## src/rtl/monit_scheduler.sv

```systemverilog
// monit_scheduler: periodic sample strobe, buffer fill tracking and one-frame-at-a-time transmit sequencing.
module monit_scheduler #(
  parameter int PERIOD_WIDTH   = 32,
  parameter int DEFAULT_PERIOD = 255,
  parameter int DEPTH          = 16,
  parameter int LEVEL_WIDTH    = 5,
  parameter int TX_TIMEOUT     = 65535
) (
  input  logic                    clk,
  input  logic                    rst,
  input  logic                    enable,
  input  logic                    periodLoad,
  input  logic [PERIOD_WIDTH-1:0] periodIn,
  input  logic                    doneTx,
  input  logic                    overflowClear,
  output logic                    wr_enable,
  output logic                    rd_enable,
  output logic                    startComm,
  output logic                    busy,
  output logic [LEVEL_WIDTH-1:0]  fillLevel,
  output logic                    overflow,
  output logic                    txError,
  output logic [15:0]             sampleCount
);
  localparam int TW = $clog2(TX_TIMEOUT + 1);
  typedef enum logic [2:0] {IDLE, POP, SETTLE, START, WAIT} state_t;
  state_t state_q, state_d;
  logic [PERIOD_WIDTH-1:0] period_q, period_d, cnt_q, cnt_d;
  logic [TW-1:0] tcnt_q, tcnt_d;
  logic [LEVEL_WIDTH-1:0] level_q, level_d;
  logic [15:0] scount_q, scount_d;
  logic wr_q, wr_d, rd_q, start_q, busy_q, ovf_q, ovf_d, txerr_q, txerr_d;
  logic due, pop, full, tx_to;
  always_comb begin
    due      = enable && !periodLoad && cnt_q == period_q;
    full     = level_q == LEVEL_WIDTH'(DEPTH);
    pop      = state_q == IDLE && enable && level_q != '0;
    period_d = periodLoad ? periodIn : period_q;
    cnt_d    = (!enable || periodLoad || due) ? '0 : cnt_q + PERIOD_WIDTH'(1);
    wr_d     = due && (!full || pop);
    level_d  = level_q + LEVEL_WIDTH'(wr_d) - LEVEL_WIDTH'(pop);
    scount_d = scount_q + 16'(wr_d);
    ovf_d    = (due && full && !pop) || (ovf_q && !overflowClear);
    tx_to    = state_q == WAIT && !doneTx && tcnt_q == TW'(TX_TIMEOUT);
    txerr_d  = tx_to || (txerr_q && !overflowClear);
  end
  // Outputs below are registered from the next state so they align with the state they describe.
  always_comb begin
    state_d = state_q;
    tcnt_d  = tcnt_q;
    case (state_q)
      IDLE:    state_d = pop ? POP : IDLE;
      POP:     state_d = SETTLE;
      SETTLE:  state_d = START;
      START: begin
        state_d = WAIT;
        tcnt_d  = '0;
      end
      WAIT: begin
        state_d = (doneTx || tx_to) ? IDLE : WAIT;
        tcnt_d  = (doneTx || tx_to) ? tcnt_q : tcnt_q + TW'(1);
      end
      default: state_d = IDLE;
    endcase
  end
  always_ff @(posedge clk or posedge rst) begin
    if (rst) begin
      state_q  <= IDLE;
      period_q <= PERIOD_WIDTH'(DEFAULT_PERIOD);
      cnt_q    <= '0;
      tcnt_q   <= '0;
      level_q  <= '0;
      scount_q <= '0;
      wr_q     <= 1'b0;
      rd_q     <= 1'b0;
      start_q  <= 1'b0;
      busy_q   <= 1'b0;
      ovf_q    <= 1'b0;
      txerr_q  <= 1'b0;
    end else begin
      state_q  <= state_d;
      period_q <= period_d;
      cnt_q    <= cnt_d;
      tcnt_q   <= tcnt_d;
      level_q  <= level_d;
      scount_q <= scount_d;
      wr_q     <= wr_d;
      rd_q     <= state_d == POP;
      start_q  <= state_d == START;
      busy_q   <= state_d != IDLE;
      ovf_q    <= ovf_d;
      txerr_q  <= txerr_d;
    end
  end
  assign wr_enable   = wr_q;
  assign rd_enable   = rd_q;
  assign startComm   = start_q;
  assign busy        = busy_q;
  assign fillLevel   = level_q;
  assign overflow    = ovf_q;
  assign txError     = txerr_q;
  assign sampleCount = scount_q;
endmodule

```

## config.mk

```make
export PLATFORM = sky130hd
export DESIGN_NAME = monit_scheduler
export DESIGN_NICKNAME = d
export VERILOG_FILES = /design/src/rtl/monit_scheduler.sv
export SDC_FILE = /design/constraint.sdc
export NUM_CORES = 1
export LEC_CHECK = 0
export CORE_MARGIN = 2
export CORE_UTILIZATION = 49
export CTS_BUF_LIST = sky130_fd_sc_hd__clkbuf_4 sky130_fd_sc_hd__clkbuf_8
export DETAILED_ROUTE_END_ITERATION = 8
export PLACE_DENSITY_LB_ADDON = 0.2
export SKIP_CTS_REPAIR_TIMING = 1
export SYNTH_ARGS = -nofsm -noshare
export SYNTH_HDL_FRONTEND = slang
export SYNTH_SLANG_ARGS = --single-unit
```

## constraint.sdc

```tcl
create_clock -name clk -period 9.5 [get_ports clk]
set_clock_uncertainty 0.05 [all_clocks]
set_input_delay 1.9 -clock clk [delete_from_list [all_inputs] [get_ports clk]]
set_output_delay 1.9 -clock clk [all_outputs]
set_load 0.01 [all_outputs]
```

==> results.py, run 1 <==
metrics = {
    "critical_path": {
        "cp-startpoint": "enable",
        "slowest_delay_ns": 0.64,
        "worstPathCellList": "clkdlybuf4s50_1, or4b_2, nand3_1, nand4_1, ha_1, inv_1, ha_1, fa_1, a21oi_1, nor2_1, nor2_1, xnor2_1",
        "slowest_stage": "or4b_2",
        "rr_startpoint": "cnt_q[10]$_DFF_PP0_",
        "reg2reg_slack_ns": 6.16,
        "arrival_ns": 4.75,
        "worstSetupPathType": "in2reg",
        "cp-start-kind": "primary input",
        "crit_end": "fillLevel[4]$_DFF_PP0_",
        "end_kind": "flip-flop",
        "r2r-end": "fillLevel[4]$_DFF_PP0_",
        "cp.required_ns": 9.76,
        "reg2reg_depth": 12,
        "crit_fanout": 4,
    },
    "global_route": {
        "overflow": 0,
        "antenna_found_initial": 0,
        "grt_pass1_wl_um": 17800,
        "grtUsageTotal_pct": 19.6,
        "grt_max_degree": 61,
        "grt_pass1_vias": 3628,
    },
    "drt": {
        "avgViaCountPerCell": 5.32,
        "ant_nets": 0,
        "drt-met1-wl_um": 4880,
        "drc": 0,
        "wl_per_cell_um": 15.5,
        "vias": 3653,
        "wl_met2_um": 5310,
        "drt-initial-drc-count": 128,
        "dr.pass1.iters": 4,
        "wl_met3_um": 387,
        "top_layer_used": "met4",
        "totalWireLength_um": 10600,
    },
    "clocking": {
        "clock_path_buffers": 2,
        "clkTransAtPathRegs_ns": 0.11,
        "cts_buffers": 9,
        "cts.root.buffer_cell": "clkbuf_8",
        "cts_tree": "yes",
        "cts_sinks": 110,
        "clk_latency_ns": 0.38,
        "htree_num_levels": 3,
    },
    "sta": {
        "drv_slew": 0,
        "holdWs_ns": 0.444,
        "fmax_mhz": 223,
        "hold_violations": 0,
        "setup_violations": 0,
        "rsz0062_at_grt": "no",
        "tightest_slew_ns": 1.00,
        "fin_crit_sh_pct": 47.3,
        "finalSetupTns_ns": 0,
        "maxSlewHeadroom_pct": 33.3,
        "finalCriticalPeriod_ns": 4.49,
    },
    "power_and_ir_drop": {
        "clockPowerShare_pct": 24.8,
        "ir_drop_v": 0.000166,
        "p_per_area_nw_per_um2": 167,
        "p_sw_share_pct": 30.3,
        "switchingPower_uw": 317,
        "p_seq_share_pct": 53.0,
        "leakagePower_nw": 2.59,
        "pwr-share-comb_pct": 22.2,
        "internal-power_uw": 730,
    },
    "placed_design": {
        "dpl.hpwl_um": 7620,
        "io_buffers": 64,
        "routabilityCongestion": 0.806,
        "dp.cells": 671,
    },
    "layout": {
        "fin_cells": 687,
        "fillers": 935,
        "layout-drive-gt1-share_pct": 13.9,
        "nNetsFinal": 591,
        "syn_to_final_growth_pct": 17.3,
        "post-route-util_pct": 58.5,
        "diodes": 0,
    },
    "yosys": {
        "syn_area_um2": 5360,
        "yosys.area.top_type": "dfrtp_1",
        "async_flop_share_pct": 100,
        "synth_warnings": 0,
        "ys_ff_latch": 110,
        "syn-num-nets": 529,
        "syn_inst": 480,
        "synth_commonest_cells": "dfrtp_1, nor2_1, xnor2_1, xor2_1, mux2_2",
        "post-synth-top-area-fraction_pct": 47.6,
        "yosys.cell_count.top_type": "dfrtp_1",
        "ys.flop_type": "dfrtp_1",
        "synth.distinct_cells": 47,
        "synth_area_per_cell_um2": 11.2,
        "synthTopCellsByArea": "dfrtp_1, xnor2_1, mux2_2",
        "yosysSeqAreaShare_pct": 51.5,
        "synth-edff-count": 0,
    },
    "floorplanning": {
        "dieWidth_um": 109,
        "row_count": 38,
        "core_area_um2": 10700,
        "initial_core_util_pct": 49.9,
        "die_area_um2": 11800,
        "pin_count": 65,
        "die_y_um": 109,
    },
    "status": {
        "status": "finished clean",
    },
    "run": {
        "cap_violations": 0,
    },
    "hold_path": {
        "hold_class": "reg2reg",
    },
}
==> power by group through the flow <==
stage / clock, mW / sequential [mW] / combinational, mW
floorplan: 0 / 0.562 / 0.146
global placement: 0 / 0.564 / 0.224
detailed placement: 0 / 0.565 / 0.235
CTS: 0.270 / 0.556 / 0.237
global route: 0.288 / 0.561 / 0.261
finish: 0.260 / 0.555 / 0.232
==> state kept, by name, summed over array words and instances, names as in the netlist <==
register	cells
startComm	1
period_q	32
wr_enable	1
txError	1
overflow	1
rd_enable	1
fillLevel	5
state_q	3
busy	1
tcnt_q	16
cnt_q	32
sampleCount	16
==> layout make-up <==
cell class / count / area, um^2 / share of cell area [%]
Clock buffer: 9 / 124 / 1.97
Clock inverter: 7 / 48.8 / 0.776
Inverter: 15 / 58.8 / 0.935
Multi-Input combinational cell: 340 / 2460 / 39.2
Sequential cell: 110 / 2760 / 43.9
Tap cell: 140 / 175 / 2.79
Timing Repair Buffer: 66 / 656 / 10.4
==> per-stage QoR <==
step                power (mW)  area (um^2)  setup slack (ns)
floorplan                0.708         5360              4.66
finish                    1.05         6290              5.01
global placement         0.788         6110              4.66
global route              1.11         6290              4.85
CTS                       1.06         6290              5.01
detailed placement       0.800         6110              4.60
==> worst min path at each step <==
stage	startpoint	cells after the start	slack (ns)	to
floorplan	cnt_q[0]$_DFF_PP0_	1	0.44	cnt_q[0]$_DFF_PP0_
global route	sampleCount[7]$_DFF_PP0_	1	0.46	sampleCount[7]$_DFF_PP0_
global placement	sampleCount[15]$_DFF_PP0_	1	0.41	sampleCount[15]$_DFF_PP0_
CTS	sampleCount[7]$_DFF_PP0_	1	0.44	sampleCount[7]$_DFF_PP0_
detailed placement	sampleCount[7]$_DFF_PP0_	1	0.42	sampleCount[7]$_DFF_PP0_
finish	sampleCount[7]$_DFF_PP0_	1	0.44	sampleCount[7]$_DFF_PP0_
==> cells by family (layout without fill, tap and decap cells) <==
logic type                 after synthesis  in the layout  share of synthesized area (%)
adders and majority gates               11             11                           2.71
muxes                                   32             32                           6.72
and+or+nand+nor                        185            185                           19.2
AOI/OAI and AO/OA                       22             22                           2.64
xor gates and xnor gates                90             90                           14.7
DFF                                    110            110                           51.5
buffers and inverters                   30             97                           2.52
==> routing by layer <==
layer  track usage (%)  vias up
met5                 0        -
met1              26.3     1824
met2              31.2       51
li1                  -     1773
met4              4.58        0
met3              5.97        5
==> cells in the final DEF (no fill, tap or decap), drive strengths merged, types with 3 or more instances in the layout <==
cell type	synthesis	routed
nor3	7	7
or3	3	3
nand4	32	32
ha	10	10
nand3	27	27
dfstp	8	8
nor2	56	56
clkdlybuf4s50	0	64
xnor2	55	55
and4	5	5
clkinv	0	4
clkbuf	8	9
inv	15	17
a21oi	7	7
nor2b	4	4
nor4	4	4
o21a	4	4
o21ai	4	4
dfrtp	102	102
nand2b	3	3
mux2	32	32
xor2	35	35
or2	3	3
and3	11	11
nand2	22	22
==> critical path: cells and delay by family <==
family / cells / cell delay [ns]
AOI/OAI and AO/OA: 1 / 0.15
xor gates and xnor gates: 1 / 0.13
adders and majority gates: 3 / 0.95
buffers and inverters: 2 / 0.56
and+or+nand+nor: 5 / 1.06
No activity file was read; power rests on OpenSTA's default activity.
==> run 2, diff against run 1 <==
==> constraint.sdc (replaced) <==
create_clock -name clk -period 4.1 [get_ports clk]
set_clock_uncertainty 0.05 [all_clocks]
set_input_delay 0.82 -clock clk [delete_from_list [all_inputs] [get_ports clk]]
set_output_delay 0.82 -clock clk [all_outputs]
set_load 0.01 [all_outputs]
==> results.py, run 2 (synthesis results as in run 1) <==
metrics = {
    "status": {
        "status": "finished clean",
    },
    "critical_path": {
        "cp-start-kind": "primary input",
        "end_kind": "flip-flop",
        "rr_startpoint": "cnt_q[17]$_DFF_PP0_",
        "crit_fanout": 4,
        "arrival_ns": 3.68,
        "slowest_stage": "or4b_2",
        "slowest_delay_ns": 0.64,
        "cp.required_ns": 4.34,
        "worstPathCellList": "clkdlybuf4s50_1, or4b_2, nand3_1, nand4_1, ha_1, inv_1, ha_1, fa_1, a21oi_1, nor2_1, nor2_1, xnor2_1",
        "reg2reg_slack_ns": 0.86,
        "cp-startpoint": "enable",
        "crit_buf_inv": 2,
        "worstSetupPathType": "in2reg",
        "path_delay_family": "simple AND/OR/NAND/NOR gates",
    },
    "power_and_ir_drop": {
        "total_power_mw": 2.60,
        "p_sw_share_pct": 26.8,
        "internal-power_mw": 1.91,
        "p_per_area_nw_per_um2": 407,
        "switchingPower_uw": 697,
        "ir_drop_v": 0.000425,
        "pwr-share-comb_pct": 20.7,
        "clockPowerShare_pct": 30.0,
        "p_seq_share_pct": 49.3,
        "leakagePower_nw": 2.65,
    },
    "clocking": {
        "clk_latency_ns": 0.37,
        "htree_num_levels": 3,
        "clkTransAtPathRegs_ns": 0.10,
        "cts.root.buffer_cell": "clkbuf_8",
        "clock_path_buffers": 2,
        "cts_buffers": 9,
        "cts_sinks": 110,
        "cts_tree": "yes",
    },
    "floorplanning": {
        "pin_count": 65,
        "die_area_um2": 11800,
        "core_area_um2": 10700,
        "initial_core_util_pct": 49.9,
        "row_count": 38,
        "dieWidth_um": 109,
        "die_y_um": 109,
    },
    "global_route": {
        "grtUsageTotal_pct": 19.9,
        "grt_pass1_vias": 3728,
        "grt_max_degree": 57,
        "grt_pass1_wl_um": 18100,
        "overflow": 0,
        "antenna_found_initial": 0,
    },
    "drt": {
        "drc": 0,
        "drt-initial-drc-count": 125,
        "ant_nets": 0,
        "totalWireLength_um": 10600,
        "avgViaCountPerCell": 5.28,
        "dr.pass1.iters": 4,
        "vias": 3640,
        "wl_per_cell_um": 15.3,
    },
    "placed_design": {
        "io_buffers": 64,
        "dpl.hpwl_um": 7590,
        "routabilityCongestion": 0.799,
        "dp.cells": 674,
        "pre_cts_slack_ns": 0.268,
        "placed_cell_area_um2": 6150,
    },
    "layout": {
        "layout-drive-gt1-share_pct": 14.4,
        "diodes": 0,
        "nNetsFinal": 594,
        "fin_cells": 690,
        "top_regs": "cnt_q x32, period_q x32",
        "final_common_cell": "dfrtp_1",
        "layout_common_cells": "dfrtp_1, clkdlybuf4s50_1, nor2_1, xnor2_1, xor2_1",
        "post-route-util_pct": 59.5,
        "fin_area_um2": 6400,
        "syn_to_final_growth_pct": 19.4,
    },
    "sta": {
        "fmax_mhz": 290,
        "holdWs_ns": 0.426,
        "drv_slew": 0,
        "setup_violations": 0,
        "tightest_slew_ns": 0.732,
        "maxSlewHeadroom_pct": 51.0,
        "finalCriticalPeriod_ns": 3.44,
        "rsz0062_at_grt": "no",
        "finalSetupTns_ns": 0,
        "setup_ws_ns": 0.656,
        "hold_violations": 0,
        "fin_crit_sh_pct": 84.0,
    },
    "hold_path": {
        "min-delay-start": "sampleCount[15]$_DFF_PP0_",
        "hold_class": "reg2reg",
    },
    "run": {
        "cap_violations": 0,
    },
}
## run 2: power groups by stage
stage	clock, mW	combinational (mW)	sequential, mW
2_1_floorplan	0	0.338	1.30
5_1_grt	0.856	0.605	1.30
4_1_cts	0.808	0.551	1.28
3_3_place_gp	0	0.525	1.30
6_report	0.780	0.539	1.28
3_5_place_dp	0	0.546	1.30
## run 2: cell type report
class | count | area [um^2]
Fill cell | 942 | 4350
Sequential cell | 110 | 2760
Multi-Input combinational cell | 340 | 2460
Timing Repair Buffer | 69 | 691
Tap cell | 140 | 175
Clock buffer | 12 | 153
Clock inverter | 4 | 95.1
Inverter | 15 | 58.8
## run 2: worst paths after layout
check | endpoint | depth (start not counted)
setup / recovery | fillLevel[4]$_DFF_PP0_ | 12
max in group asynchronous | period_q[5]$_DFFE_PP1P_ | 3
hold / removal | sampleCount[15]$_DFF_PP0_ | 1
hold reg to reg | sampleCount[15]$_DFF_PP0_ | 1
setup reg to reg | fillLevel[4]$_DFF_PP0_ | 12
min in group asynchronous | fillLevel[2]$_DFF_PP0_ | 2
## run 2: routing by layer
| layer | track usage [%] | wire, um | up-vias |
|---|---|---|---|
| li1 | - | - | 1778 |
| met1 | 26.2 | 4790 | 1796 |
| met2 | 32.8 | 5280 | 57 |
| met3 | 4.82 | 399 | 9 |
| met4 | 5.49 | 106 | 0 |
| met5 | 0 | 0 | - |
## run 2: worst reg2reg max path, stage by stage, from the launching register on
cell,delay (ns)
dfrtp_1,0.46
xnor2_1,0.26
nand4_1,0.15
nor4_1,0.59
nand4_1,0.22
ha_1,0.34
inv_1,0.04
ha_1,0.20
fa_1,0.40
a21oi_1,0.15
nor2_1,0.05
nor2_1,0.12
xnor2_1,0.14
==> RTL change 1 (flow settings as in run 2) <==
Reset style: synchronous (`rst`), changed in one clocked block.
--- a/src/rtl/monit_scheduler.sv
+++ b/src/rtl/monit_scheduler.sv
@@ -63,7 +63,7 @@
       default: state_d = IDLE;
     endcase
   end
-  always_ff @(posedge clk or posedge rst) begin
+  always_ff @(posedge clk) begin
     if (rst) begin
       state_q  <= IDLE;
       period_q <= PERIOD_WIDTH'(DEFAULT_PERIOD);
Behaviour: differs if rst is asserted again (counterexample within 4 cycles, from zero or initial values and one cycle with rst high); with rst held inactive, the same outputs for 10 cycles.
==> RTL change 1 against run 2 <==
  * Sequential power fell by 8%
  * Total power is 14% lower
  * Final area down 7.1%
  * Global-route usage is 1.5 points lower
  * Synthesized area is 6.5% lower
  * Routed wire length fell by 7.1%
  * First-iteration DRC count grew 28%
  * Setup slack gained 0.047 ns
  * Sequential cell count stayed put
  * Critical path depth is the same
==> RTL change 1: results (changes against run 2) <==
Pwr
  – VDD IR-drop max: 0.207 mV (-51%)
  – Sw Share: 27.4% (+0.66 points)
  – Gate power share: 18.1% (-2.6 points)

Finish
  – Fillcell total: 866 (-8.1%)
  – Final cell count without fillers: 743 (+7.7%)
  – Share of cells above drive strength 1: 5.74% (-8.6 points)

Detailed routing
  – WL per Instance: 13.2 um (-14%)
  – DRT Pass-1 Iters: 6 (+2)
  – Vias after detailed routing: 3846 (+5.7%)

Synth
  – Sequential area share after synthesis: 43.9% (-7.6 points)
  – Mapped Avg Cell Area: 9.14 sq um (-18%)
  – Netlist cell types: 46 (-2.1%)
  – Synth top cells by count: dfxtp_1 (110), nor2_1 (102), xnor2_1 (72)
  – Syn Nets: 597 (+13%)
  – Asr flop ratio synth: 0% (-100 points)

GRT
  – Total Routing Usage GR: 18.4% (-1.5 points)
  – Vias in the first global route: 3665 (-1.7%)

Timing
  – Least-Margin Pin Slew: 0.631 ns (-0.101 ns)

Setup path
  – Critical Path Max Stage Delay: 0.59 ns (-0.05 ns)
  – Arr. time, crit path: 3.65 ns (-0.03 ns)

Place
  – Area after DPL: 0.00574 sq mm (-6.6%)
  – Pre-CTS WS: 0.536 ns (+0.268 ns)
  – Post-DP HPWL: 7120 um (-6.2%)
  – GPL Wtd Cong: 0.808 (+1.2%)
  – Placed cells: 727 (+7.9%)

Run status
  – Outcome: finished clean
[RTL change 1: changes by cell type after synthesis, sizes merged, moves of 10 or more]
cell / delta
nor2: +47
dfxtp: +110
mux2i: +24
nand4: -10
xor2: -17
xnor2: +17
dfrtp: -102
mux2: -32
nor4: +12
[RTL change 1: final cells by class]
| cell class | count | share of cell area, % |
|---|---|---|
| Clock buffer | 9 | 2.08 |
| Clock inverter | 7 | 1.35 |
| Inverter | 17 | 1.07 |
| Multi-Input combinational cell | 400 | 44.7 |
| Sequential cell | 110 | 37.0 |
| Tap cell | 133 | 2.80 |
| Timing Repair Buffer | 67 | 11.0 |
[RTL change 1: kinds of logic after synthesis]
| group | count (synthesis) | synth area share [%] |
|---|---|---|
| flops | 110 | 43.9 |
| buf+inv | 38 | 3.05 |
| fa+ha+maj | 11 | 2.90 |
| simple gates | 240 | 24.8 |
| compound gates | 35 | 4.74 |
| mux | 24 | 4.79 |
| xor+xnor | 90 | 15.7 |
[RTL change 1: final timing paths]
path / endpoint / slack [ns] / startpoint / cells after the start
max: fillLevel[4]$_SDFF_PP0_ / 0.70 / cnt_q[27]$_SDFF_PP0_ / 12
min: overflow$_SDFF_PP0_ / 0.42 / overflow$_SDFF_PP0_ / 2
min reg2reg: overflow$_SDFF_PP0_ / 0.42 / overflow$_SDFF_PP0_ / 2
max reg2reg: fillLevel[4]$_SDFF_PP0_ / 0.70 / cnt_q[27]$_SDFF_PP0_ / 12
[RTL change 1: routing by layer]
layer  vias up  track usage, %  wire (um)
met5         -               0          0
met1      1804            23.7       4730
met3        10            4.93        451
li1       1977               -          -
met4         0            5.33        106
met2        55            30.2       4540
==> RTL change 2 (flow settings as in run 2) <==
Without the edit above. Set the parameter `LEVEL_WIDTH` to 4 (it was 5).
--- a/src/rtl/monit_scheduler.sv
+++ b/src/rtl/monit_scheduler.sv
@@ -3,7 +3,7 @@
   parameter int PERIOD_WIDTH   = 32,
   parameter int DEFAULT_PERIOD = 255,
   parameter int DEPTH          = 16,
-  parameter int LEVEL_WIDTH    = 5,
+  parameter int LEVEL_WIDTH    = 4,
   parameter int TX_TIMEOUT     = 65535
 ) (
   input  logic                    clk,
Ports: changed (resized fillLevel); port bits go from 65 to 64. No check against the original RTL was run, so the function may have changed too.
==> RTL change 2 against run 2 <==
  * Total power decreased by 8.7%
  * Synthesized area shrank 1.5%
  * Sequential cell count is 1 lower
  * Setup slack improved by 0.35 ns
  * Die area decreased by 1.4%
  * Largest cell class unchanged
  * Highest routed layer unchanged
  * Final area decreased by 2.7%
  * Sequential share of layout area rose by 0.80 points
  * Routed wire length shrank 1.6%
==> RTL change 2: results (changes against run 2) <==
Run status
  – Outcome: finished clean

Setup path
  – Crit Path Max Fanout: 3 (-1)
  – Reg2Reg Depth: 10 (-2)
  – Slowest CP cell: nor4_1
  – Worst r2r dst: fillLevel[2]$_DFF_PP0_
  – Worst R2R Setup Slack: 1.01 ns (+0.15 ns)
  – Critical Path Max Stage Delay: 0.70 ns (+0.06 ns)
  – Reg2reg start: period_q[2]$_DFFE_PP1P_
  – Arr. time, crit path: 3.30 ns (-0.38 ns)

Detailed routing
  – Starting DRC count in detailed routing: 140 (+12%)
  – Routed WL: 10400 um (-1.6%)
  – Vias after detailed routing: 3620 (-0.55%)
  – DRT Pass-1 Iters: 4 (unchanged)

Clocking
  – H-tree Lvls: 3 (unchanged)
  – Clk_lat worst skew: 0.38 ns
  – CTS buffer count: 9 (unchanged)
  – Clk slew on worst S/H paths: 0.10 ns (about the same)
  – CTS Buffer Depth: 2 (unchanged)

Finish
  – Share of cells above drive strength 1: 13.1% (-1.3 points)
  – Ant. Diodes: 0 (unchanged)
  – Fillcell total: 890 (-5.5%)
  – Final net count: 579 (-2.5%)

Synth
  – Most used DFF post-synth: dfrtp_1
  – Syn Nets: 520 (-1.7%)
  – Sequential area share after synthesis: 51.8% (+0.30 points)
  – Largest cells by area after synthesis: dfrtp_1 (48%), xnor2_1 (10%), mux2_2 (6.8%), xor2_1 (4.3%), dfstp_2 (4.0%)
  – Synth top cells by count: dfrtp_1 (101), xnor2_1 (63), nor2_1 (49)
  – Synth warn: 0 (unchanged)
  – Netlist cell types: 39 (-17%)

GRT
  – Largest net degree at the start of global routing: 63 (+11%)
  – First-pass GRT wire length: 17800 um (-1.6%)
  – Total Routing Usage GR: 19.8% (-0.082 points)

Pwr
  – Leak Pwr: 2.51 nW (-5.1%)
  – VDD IR-drop max: 0.336 mV (-21%)

Place
  – Pre-CTS WS: 1.02 ns (+0.756 ns)
  – Port bufs: 63 (-1.6%)
  – GPL Wtd Cong: 0.805 (+0.71%)
  – Post-DP HPWL: 7450 um (-1.9%)

Timing
  – Least-Margin Pin Slew: 1.04 ns (+0.307 ns)
  – Worst Hold Margin: 0.422 ns (-0.00448 ns)
## RTL change 2: changes by cell type after synthesis, moves of 5 or more
cell / delta
nand2_1: +6
and2_1: +5
nand4_1: +5
nand3_1: -8
xor2_1: -9
and3_1: -5
nor2_1: -6
and4_1: +6
xnor2_1: +8
## RTL change 2: area by class of cell
cell class	instances	share of cell area [%]
clock buffers	11	2.43
clock inverters	4	0.764
inverters	16	1.01
multi-input cells	328	38.5
flip-flops and latches	109	44.0
well taps	136	2.73
repair buffers	67	10.6
## RTL change 2: logic make-up after synthesis
| group | share of synthesized area (%) |
|---|---|
| buffers and inverters | 2.84 |
| adder cells (fa/ha/maj) | 2.51 |
| XOR/XNOR | 14.8 |
| multiplexers | 7.01 |
| flip-flops | 51.8 |
| AND/OR/NAND/NOR | 17.7 |
| AO/OA/AOI/OAI | 3.34 |
## RTL change 2: how the worst max path moves through the flow
stage	slack (ns)	endpoint	cells after the start	start
3_5_place_dp	1.02	fillLevel[2]$_DFF_PP0_	10	period_q[2]$_DFFE_PP1P_
4_1_cts	1.0	fillLevel[2]$_DFF_PP0_	10	period_q[2]$_DFFE_PP1P_
2_1_floorplan	0.37	busy$_DFF_PP0_	1	rst
6_report	1.01	fillLevel[2]$_DFF_PP0_	10	period_q[2]$_DFFE_PP1P_
3_3_place_gp	1.15	fillLevel[1]$_DFF_PP0_	10	period_q[2]$_DFFE_PP1P_
5_1_grt	0.71	fillLevel[2]$_DFF_PP0_	10	cnt_q[9]$_DFF_PP0_
## RTL change 2: report_power, final
part | internal (mW) | switching [mW] | leakage, nW
clock network | 0.311 | 0.353 | 0.101
registers | 1.17 | 0.0951 | 1.42
logic | 0.237 | 0.209 | 0.992
total | 1.72 | 0.657 | 2.51
## RTL change 2: worst register-to-register path: cells and delay by family (launching register included)
| kind | cells | cell delay, ns |
|---|---|---|
| xor+xnor | 2 | 0.27 |
| fa+ha+maj | 3 | 0.88 |
| buf+inv | 2 | 0.10 |
| flops | 1 | 0.55 |
| simple gates | 3 | 1.13 |
## RTL change 2: routing by layer
metal	vias to the layer above	wire length [um]	GRT usage [%]
li1	1744	-	-
met1	1790	4920	28.0
met2	73	4820	30.0
met3	13	500	5.27
met4	0	166	5.86
met5	-	0	0
## RTL change 2: stage by stage
stage / area [sq um] / utilization [%] / cells
after detailed placement: 6020 / 57.8 / 656
after global placement: 6020 / 57.8 / 656
final: 6220 / 59.7 / 671
after floorplan: 5280 / - / 472
after global routing: 6220 / 59.7 / 671
after CTS: 6220 / 59.7 / 671
